File: config.mk
export PLATFORM = sky130hd
export DESIGN_NAME = ysyx_23060286_lsu
export DESIGN_NICKNAME = d
export VERILOG_FILES = /design/src/rtl/ysyx_23060286_pkg.sv /design/src/rtl/ysyx_23060286_lsu_align.sv /design/src/rtl/ysyx_23060286_lsu.sv
export SDC_FILE = /design/constraint.sdc
export NUM_CORES = 1
export LEC_CHECK = 0
export BUFFER_PORTS_ARGS = -buffer_cell sky130_fd_sc_hd__buf_4
export CAP_MARGIN = 10
export CORE_MARGIN = 4
export CORE_UTILIZATION = 52
export CTS_CLUSTER_DIAMETER = 120
export DETAILED_ROUTE_END_ITERATION = 10
export PLACE_DENSITY = 0.82
export SKIP_LAST_GASP = 1
export SLEW_MARGIN = 20
export SYNTH_ARGS = -nofsm -noshare
export SYNTH_HDL_FRONTEND = slang
export SYNTH_HIERARCHICAL = 1
export SYNTH_SLANG_ARGS = --single-unit
File: constraint.sdc
create_clock -name clk -period 3.1 [get_ports clk]
set_clock_uncertainty 0.1 [all_clocks]
set_input_delay 0.31 -clock clk [delete_from_list [all_inputs] [get_ports clk]]
set_output_delay 0.31 -clock clk [all_outputs]
set_load 0.02 [all_outputs]
File: src/rtl/ysyx_23060286_pkg.sv
// Shared memory-op constants and LSU state encoding.
// The decoder and the LSU both use these, so mem_op encodings live in one place.
package ysyx_23060286_pkg;

  // Size codes carried in mem_op[3:1]
  localparam logic [2:0] MEM_W  = 3'b000;
  localparam logic [2:0] MEM_BU = 3'b001;
  localparam logic [2:0] MEM_HS = 3'b010;
  localparam logic [2:0] MEM_HU = 3'b011;
  localparam logic [2:0] MEM_BS = 3'b100;

  // mem_op bit positions
  localparam int MEM_OP_WE    = 0;
  localparam int MEM_OP_SZ_LO = 1;
  localparam int MEM_OP_SZ_HI = 3;

  typedef enum logic [1:0] {
    LSU_IDLE = 2'd0,
    LSU_REQ  = 2'd1,
    LSU_WAIT = 2'd2,
    LSU_DONE = 2'd3
  } lsu_state_e;

endpackage

File: src/rtl/ysyx_23060286_lsu_align.sv
// Combinational byte-lane logic: store strobes/shift, load extract/extend,
// and alignment / illegal-size detection. No state, so a cached path can reuse it.
module ysyx_23060286_lsu_align
  import ysyx_23060286_pkg::*;
#(
  parameter int DATA_W = 32
) (
  input  logic [1:0]          addr_lo_i,
  input  logic [2:0]          size_i,
  input  logic                we_i,
  input  logic [DATA_W-1:0]   wdata_i,
  input  logic [DATA_W-1:0]   rdata_i,
  output logic [DATA_W/8-1:0] wstrb_o,
  output logic [DATA_W-1:0]   wdata_o,
  output logic [DATA_W-1:0]   ldata_o,
  output logic                err_o
);

  logic [DATA_W-1:0] lane;

  assign wdata_o = wdata_i << {addr_lo_i, 3'b000};
  assign lane    = rdata_i >> {addr_lo_i, 3'b000};

  // Decode size into strobes, extended load data and the fault flag
  always_comb begin
    wstrb_o = '0;
    ldata_o = lane;
    err_o   = 1'b0;
    case (size_i)
      MEM_W: begin
        wstrb_o = 4'b1111;
        err_o   = |addr_lo_i;
      end
      MEM_BU: begin
        wstrb_o = 4'b0001 << addr_lo_i;
        ldata_o = {24'b0, lane[7:0]};
      end
      MEM_BS: begin
        wstrb_o = 4'b0001 << addr_lo_i;
        ldata_o = {{24{lane[7]}}, lane[7:0]};
      end
      MEM_HU: begin
        wstrb_o = 4'b0011 << addr_lo_i;
        ldata_o = {16'b0, lane[15:0]};
        err_o   = addr_lo_i[0];
      end
      MEM_HS: begin
        wstrb_o = 4'b0011 << addr_lo_i;
        ldata_o = {{16{lane[15]}}, lane[15:0]};
        err_o   = addr_lo_i[0];
      end
      default: err_o = 1'b1;
    endcase
    // Reads never assert strobes
    if (!we_i) wstrb_o = '0;
  end

endmodule

File: src/rtl/ysyx_23060286_lsu.sv
// Load/store unit: one request at a time, IDLE -> REQ -> WAIT -> DONE.
// Faulting requests (misaligned / illegal size) skip the bus and go straight to DONE.
// Optional watchdog on REQ/WAIT enabled by defining LSU_TIMEOUT_EN.
module ysyx_23060286_lsu
  import ysyx_23060286_pkg::*;
#(
  parameter int ADDR_W         = 32,
  parameter int DATA_W         = 32,
  parameter int TIMEOUT_CYCLES = 255
) (
  input  logic                clk,
  input  logic                rst_n,
  input  logic                req_valid,
  output logic                req_ready,
  input  logic [ADDR_W-1:0]   req_addr,
  input  logic [DATA_W-1:0]   req_wdata,
  input  logic [3:0]          req_mem_op,
  output logic                mem_req_valid,
  input  logic                mem_req_ready,
  output logic                mem_we,
  output logic [ADDR_W-1:0]   mem_addr,
  output logic [DATA_W-1:0]   mem_wdata,
  output logic [DATA_W/8-1:0] mem_wstrb,
  input  logic                mem_resp_valid,
  input  logic [DATA_W-1:0]   mem_rdata,
  input  logic                mem_resp_err,
  output logic                resp_valid,
  output logic [DATA_W-1:0]   resp_rdata,
  output logic                resp_err
);

  lsu_state_e          state_q, state_d;
  logic [ADDR_W-1:0]   addr_q, addr_d;
  logic [3:0]          op_q, op_d;
  logic [DATA_W-1:0]   wdata_q, wdata_d;
  logic [DATA_W/8-1:0] wstrb_q, wstrb_d;
  logic [DATA_W-1:0]   res_q, res_d;
  logic                err_q, err_d;

  // Align unit sees the incoming request while idle (to fault-check and
  // pre-shift it) and the latched request otherwise (to extract load data).
  logic                idle;
  logic [1:0]          al_addr;
  logic [3:0]          al_op;
  logic [DATA_W/8-1:0] al_wstrb;
  logic [DATA_W-1:0]   al_wdata, al_ldata;
  logic                al_err;

  assign idle    = (state_q == LSU_IDLE);
  assign al_addr = idle ? req_addr[1:0] : addr_q[1:0];
  assign al_op   = idle ? req_mem_op    : op_q;

  ysyx_23060286_lsu_align #(.DATA_W(DATA_W)) u_align (
    .addr_lo_i (al_addr),
    .size_i    (al_op[MEM_OP_SZ_HI:MEM_OP_SZ_LO]),
    .we_i      (al_op[MEM_OP_WE]),
    .wdata_i   (req_wdata),
    .rdata_i   (mem_rdata),
    .wstrb_o   (al_wstrb),
    .wdata_o   (al_wdata),
    .ldata_o   (al_ldata),
    .err_o     (al_err)
  );

`ifdef LSU_TIMEOUT_EN
  localparam int CNT_W = ($clog2(TIMEOUT_CYCLES + 1) > 8) ? $clog2(TIMEOUT_CYCLES + 1) : 8;
  logic [CNT_W-1:0] cnt_q, cnt_d;
  logic             tmo;
  assign tmo = (cnt_q == CNT_W'(TIMEOUT_CYCLES - 1));
`else
  logic unused_tmo;
  assign unused_tmo = |TIMEOUT_CYCLES;
`endif

  // Next-state and datapath capture
  always_comb begin
    state_d = state_q;
    addr_d  = addr_q;
    op_d    = op_q;
    wdata_d = wdata_q;
    wstrb_d = wstrb_q;
    res_d   = res_q;
    err_d   = err_q;
    case (state_q)
      LSU_IDLE: if (req_valid) begin
        addr_d  = req_addr;
        op_d    = req_mem_op;
        wdata_d = al_wdata;
        wstrb_d = al_wstrb;
        res_d   = '0;
        err_d   = al_err;
        state_d = al_err ? LSU_DONE : LSU_REQ;
      end
      LSU_REQ:  if (mem_req_ready) state_d = LSU_WAIT;
      LSU_WAIT: if (mem_resp_valid) begin
        err_d   = mem_resp_err;
        res_d   = (mem_resp_err || op_q[MEM_OP_WE]) ? '0 : al_ldata;
        state_d = LSU_DONE;
      end
      default:  state_d = LSU_IDLE;
    endcase
`ifdef LSU_TIMEOUT_EN
    // Watchdog fires only when the bus made no progress this cycle
    if ((state_q == LSU_REQ || state_q == LSU_WAIT) && state_d == state_q && tmo) begin
      err_d   = 1'b1;
      res_d   = '0;
      state_d = LSU_DONE;
    end
    cnt_d = cnt_q;
    if (state_d == LSU_REQ && state_q != LSU_REQ) cnt_d = '0;
    else if (state_q == LSU_REQ || state_q == LSU_WAIT) cnt_d = cnt_q + 1'b1;
`endif
  end

  // State and captured request/response registers
  always_ff @(posedge clk or negedge rst_n) begin
    if (!rst_n) begin
      state_q <= LSU_IDLE;
      addr_q  <= '0;
      op_q    <= '0;
      wdata_q <= '0;
      wstrb_q <= '0;
      res_q   <= '0;
      err_q   <= 1'b0;
    end else begin
      state_q <= state_d;
      addr_q  <= addr_d;
      op_q    <= op_d;
      wdata_q <= wdata_d;
      wstrb_q <= wstrb_d;
      res_q   <= res_d;
      err_q   <= err_d;
    end
  end

`ifdef LSU_TIMEOUT_EN
  // Watchdog counter
  always_ff @(posedge clk or negedge rst_n) begin
    if (!rst_n) cnt_q <= '0;
    else        cnt_q <= cnt_d;
  end
`endif

  assign req_ready     = idle;
  assign mem_req_valid = (state_q == LSU_REQ);
  assign mem_we        = op_q[MEM_OP_WE];
  assign mem_addr      = {addr_q[ADDR_W-1:2], 2'b00};
  assign mem_wdata     = wdata_q;
  assign mem_wstrb     = wstrb_q;
  assign resp_valid    = (state_q == LSU_DONE);
  assign resp_rdata    = resp_valid ? res_q : '0;
  assign resp_err      = resp_valid & err_q;

endmodule

* Word-level counts from Yosys, hierarchy flattened
Index checks and enable logic that the tools add are counted.
Storage, ports and cells: flip-flop bits (word level) 107, output and inout bits 105, input bits 106, logic and storage cells 51
Operators by class: shift-type cells 4, equality and inequality tests 10, mux-type cells 19, bitwise logic cells 1, reductions and logical operators 10
Operators with widths (number):
- $mux 32 | 4
- $pmux 32 s4 | 1
- $pmux 32 s2 | 1
- $shl 32x5->32 | 1
- $shr 32x5->32 | 1
- $pmux 4 s3 | 1
- $mux 2 | 5
- $mux 4 | 2
- $eq 3x2->1 const B | 2
- $pmux 2 s3 | 1
- $reduce_and 3->1 | 2
- $reduce_or 2->1 | 3
- $eq 2x2->1 const B | 2
- $ne 2x2->1 const B | 2
- $shl 1x2->4 const A | 1
- $shl 2x2->4 const A | 1
- $eq 3x1->1 const B | 1
- $eq 3x3->1 const B | 1
- $logic_not 3->1 | 1
- $pmux 1 s3 | 1
- $eq 2x1->1 const B | 1
- $logic_not 2->1 | 1
- $mux 1 | 2
- $ne 2x1->1 const B | 1
- 5 further kinds | 5

* Longest topological paths before layout
depth in word-level cells 8, mapped depth 12, gate-level depth less buffers 9

* Cells and area by module
The synthesis kept the hierarchy.
Modules (own cells, without submodules):
- ysyx_23060286_lsu | area each 5088.6 um2, cells each 398, instances 1, seq. area each 2677.6 um2
- ysyx_23060286_lsu_align | area each 1402.6 um2, cells each 203, instances 1, seq. area each 0.0 um2

* Least setup slack after synthesis
OpenSTA, ideal clock, no wires.
path type register to register, start register state_q[0], end register res_q[20], required time 2.872 ns, buffers on the path 2, setup slack 0.213 ns, setup time 0.128 ns, data arrival time 2.659 ns, stages on the path, launching flop included 12, clock period less this slack 2.887 ns, path through dfrtp_1 -> inv_1 -> ha_1 -> buf_2 -> mux2_2 -> buf_2 -> o21a_1 -> o21bai_2 -> o221ai_1 -> nand2_1 -> nor3_1 -> mux2_1
Between the ends: longest elaborated chain between the ends 7, elaborated cells between the ends (all ways) 17, those cells by class eq/ne (7); shift (1); mux (6); reduce/logical (3)
RTL lines:
- start: declaration | RTL line ysyx_23060286_lsu.sv:32 | lsu_state_e state_q, state_d;
- start signal: assignment | RTL line ysyx_23060286_lsu.sv:126 | state_q <= state_d;
- $logic_not 2->1 (*) | RTL line ysyx_23060286_lsu.sv:49 | assign idle = (state_q == LSU_IDLE);
- net req_ready | RTL line ysyx_23060286_lsu.sv:14 | output logic req_ready,
- $mux 4 (*) | RTL line ysyx_23060286_lsu.sv:51 | assign al_op = idle ? req_mem_op : op_q;
- net al_op[2] | RTL line ysyx_23060286_lsu.sv:44 | logic [3:0] al_op;
- $eq 3x2->1 (tied with other cells) | RTL line ysyx_23060286_lsu_align.sv:29 | case (size_i)
- $pmux 32 s4 (*) | RTL line ysyx_23060286_lsu_align.sv:29
- net al_ldata[20] | RTL line ysyx_23060286_lsu.sv:46 | logic [DATA_W-1:0] al_wdata, al_ldata;
- $mux 32 (*) | RTL line ysyx_23060286_lsu.sv:97 | res_d = (mem_resp_err || op_q[MEM_OP_WE]) ? '0 : al_ldata;
- $mux 32 (*) | RTL line ysyx_23060286_lsu.sv:95 | LSU_WAIT: if (mem_resp_valid) begin
- $pmux 32 s2 (*) | RTL line ysyx_23060286_lsu.sv:84 | case (state_q)
- end signal: assignment | RTL line ysyx_23060286_lsu.sv:131 | res_q <= res_d;
- end: declaration | RTL line ysyx_23060286_lsu.sv:37 | logic [DATA_W-1:0] res_q, res_d;
Mark *: on every way through the listed nets, which the timed path passes. The rest lies on a longest branch. The select of a mux whose other input is x is not followed. A chain may end at the register's enable or synchronous reset.

* Worst setup path after layout
start register state_q[0], end register res_q[20]
Between the ends: longest elaborated chain between the ends 7, elaborated cells between the ends (all ways) 17, those cells by class eq/ne (7); shift (1); mux (6); reduce/logical (3)
RTL lines (RTL line):
- $logic_not 2->1 (*) | ysyx_23060286_lsu.sv:49
- $mux 4 (*) | ysyx_23060286_lsu.sv:51
- net al_op[3] | ysyx_23060286_lsu.sv:44
- $eq 3x2->1 (tied with other cells) | ysyx_23060286_lsu_align.sv:29
- $pmux 32 s4 (*) | ysyx_23060286_lsu_align.sv:29
- net al_ldata[20] | ysyx_23060286_lsu.sv:46
- $mux 32 (*) | ysyx_23060286_lsu.sv:97
- $mux 32 (*) | ysyx_23060286_lsu.sv:95
- $pmux 32 s2 (*) | ysyx_23060286_lsu.sv:84
Marks and branches as above.

==> results_dict.tcl <==
set metrics [dict create \
    max_transition_viols_final 0 \
    chipHeight_um 120 \
    critPathLaunch "state_q[0]" \
    seqPwrFrac 0.270 \
    critPathMostFrequentCell "sky130_fd_sc_hd__inv_1" \
    min-delay-path-class "in2reg" \
    synthTopCellsByCount "sky130_fd_sc_hd__dfrtp_1, sky130_fd_sc_hd__mux2_1, sky130_fd_sc_hd__and2_1" \
    critPathSlowestCell "sky130_fd_sc_hd__mux2_2" \
    r2r_slack_ns 0.18 \
    syn_to_final_growth_pct 27.0 \
    rows 40 \
    portBuffers 208 \
    cts.reportedPaths.clkPinSlew_ns 0.07 \
    clock-root-buffer "sky130_fd_sc_hd__clkbuf_16" \
    final.min_clock_period_ns 2.92 \
    synth_area_leader_cell "sky130_fd_sc_hd__dfrtp_1" \
    clock.fmax_mhz 343 \
    critical_path.reg2reg.startpoint "state_q[0]" \
    antenna_cells 0 \
    power_frac_comb 0.594 \
    tritoncts_clock_tree "built" \
    timing.final.setup_violations 0 \
    initial_antenna_violation_count 0 \
    timing.final.hold_violations 0 \
    num_vias 5139 \
    die_area_um2 14300 \
    synth_flop_cell "sky130_fd_sc_hd__dfrtp_1" \
    proportion_of_layout_cells_with_a_drive_suffix_above_1 0.393 \
    clock_power_share 0.136 \
    critPathLaunchType "flop" \
    syn_area_per_cell_um2 10.8 \
    timing_worst_slew_pin_value_ns 0.919 \
    clockBufferDepth 2 \
    run_status "finished, final reports clean" \
    total_design_power_mw 8.59 \
    grt_overflow 0 \
    async_reset_ff_frac 1.00 \
    synth.lib_cells_used.distinct 45 \
    placedCellCount 914 \
    grt.total_usage 0.233 \
    worstSetupEndpoint "res_q[20]" \
    crit_cells 9 \
    drv_cap 0 \
    critical-path-max-stage-delay_ns 0.48 \
    regToRegEndpoint "res_q[20]" \
    ff2ff_path_depth 9 \
    fin_tns_setup_ns 0 \
    maxSlewHeadroom 0.387 \
    drt-vias-per-instance 5.52 \
    grt_first_pass_wirelength_mm 27.0 \
    insertion_delay_ns 0.35 \
    kind_of_critical_path "reg2reg" \
    ant_nets 0 \
    power.ir.vdd_worst_uv 617 \
    core_um2 12100 \
    ioPinCount 211 \
    drt_iter0_drc 275 \
    mappedNetlistArea_um2 6490 \
    initial_core_util 0.536 \
    worst_setup_path_end_kind "flop" \
    internal_power_mw 4.77 \
    finalWeightedCongestion 0.870 \
    critical_path_buf_inv_count 2 \
    ys_seq_area_frac 0.412 \
    critPathArrivalTime_ns 3.11 \
    synth_most_common_cell "sky130_fd_sc_hd__dfrtp_1" \
    pwr_density_cell_nw_per_um2 1040 \
    die_w_um 120 \
    largest_net_degree_at_the_start_of_global_routing 50 \
    clock_sink_count 107 \
    area_share_of_the_largest_cell_type_after_synthesis 0.412 \
    post_synth_main_area_contributors "sky130_fd_sc_hd__dfrtp_1, sky130_fd_sc_hd__mux2_1, sky130_fd_sc_hd__o31ai_2" \
    layout.cells.non_filler 931 \
    grt_pass1_vias 5384 \
    synthesis.yosys.warnings 6 \
    critical_path.cell_chain "inv_1 -> ha_1 -> mux2_2 -> inv_1 -> nand3_1 -> o221ai_1 -> nand2_1 -> nor3_1 -> mux2_1" \
    nNetsFinal 871 \
    cts_buffers 9 \
    required_time_worst_endpoint_ns 3.29 \
    post-dp-hpwl_mm 12.6 \
    switching_share 0.445 \
    finalCritPeriodShare 0.942 \
    cts_htree_levels 3 \
    number_of_synthesized_flops_with_an_enable_pin 0 \
    worst_path_dominant_cell_family "simple AND/OR/NAND/NOR gates" \
    leakage_nw 3.88 \
    fin_worst_hold_slack_ns 0.0676 \
    crit_fanout 16 \
    route.detailed.wl_per_inst_um 17.9 \
    rsz0062_at_grt "false" \
    routed_wl_mm 16.7 \
    postSynthRegisterBits 107 \
    postSynthCellCount 601 \
    drt_first_pass_iters 4 \
    drt_drc_violations_left 0 \
    power.switching_mw 3.83 \
]
## timing repair
item	CTS	global route
hold endpoints to repair	47	0
hold buffers	1	0
setup buffers	0	0
endpoints found under the setup margin	0	0
resized for setup	0	0
## metal layers
metal	share of wire	global-route usage
met1	0.39	0.279
met2	0.50	0.397
met3	0.075	0.0598
met4	0.028	0.104
met5	0	0
## power groups by stage
stage	Sequential (mW)	Combinational, mW	Clock, mW
2_1_floorplan	2.52	3.57	0
3_3_place_gp	2.31	4.97	0
3_5_place_dp	2.34	5.10	0
4_1_cts	2.32	5.11	1.20
5_1_grt	2.39	5.51	1.27
6_report	2.32	5.10	1.17
## layout make-up
class                           instances  area, um^2
Fill cell                             954        3860
Multi-Input combinational cell        406        3290
Sequential cell                       107        2680
Timing Repair Buffer                  228        1740
Clock buffer                           11         243
Tap cell                              168         210
Clock inverter                          5        60.1
Inverter                                6        22.5
## sequential cells by signal, summed over array words and instances (netlist names)
signal	count
addr_q	32
op_q	4
err_q	1
mem_wdata	32
state_q	2
res_q	32
mem_wstrb	4
## metrics by stage
step	cell area, um^2	setup WS (ns)	util
4_1_cts	8250	0.215	0.681
5_1_grt	8250	0.0130	0.681
2_1_floorplan	6490	0.213	-
3_3_place_gp	7930	0.312	0.655
3_5_place_dp	7930	0.240	0.655
6_report	8250	0.181	0.681
## logic make-up after synthesis
logic type | count (synthesis) | synth area share
other | 1 | 0.000578
buffers and inverters | 89 | 0.0835
xor gates and xnor gates | 1 | 0.00135
AOI/OAI and AO/OA | 149 | 0.174
and+or+nand+nor | 127 | 0.110
DFF | 107 | 0.412
muxes | 119 | 0.204
adders and majority gates | 8 | 0.0150
## how the worst min path moves through the flow
stage                  from          to  depth (start not counted)
2_1_floorplan         rst_n   addr_q[0]                          0
3_3_place_gp          rst_n  addr_q[27]                          1
3_5_place_dp          rst_n  addr_q[23]                          1
4_1_cts        req_addr[27]  addr_q[27]                          2
5_1_grt        req_addr[17]  addr_q[17]                          2
6_report       req_addr[10]  addr_q[10]                          2
## cells in the final DEF (no fill, tap or decap), types with 12 or more instances in the layout
master and n:
sky130_fd_sc_hd__buf_4 225, sky130_fd_sc_hd__dfrtp_1 107, sky130_fd_sc_hd__mux2_1 73, sky130_fd_sc_hd__and2_1 42, sky130_fd_sc_hd__nand2_1 33, sky130_fd_sc_hd__mux2i_1 33
sky130_fd_sc_hd__o31ai_2 28, sky130_fd_sc_hd__o21ai_0 27, sky130_fd_sc_hd__o21ai_1 25, sky130_fd_sc_hd__nor2b_1 17, sky130_fd_sc_hd__a21oi_1 16, sky130_fd_sc_hd__a211oi_1 15
sky130_fd_sc_hd__nor2_1 13, sky130_fd_sc_hd__o211ai_1 12
(Power assumes the default switching activity.)
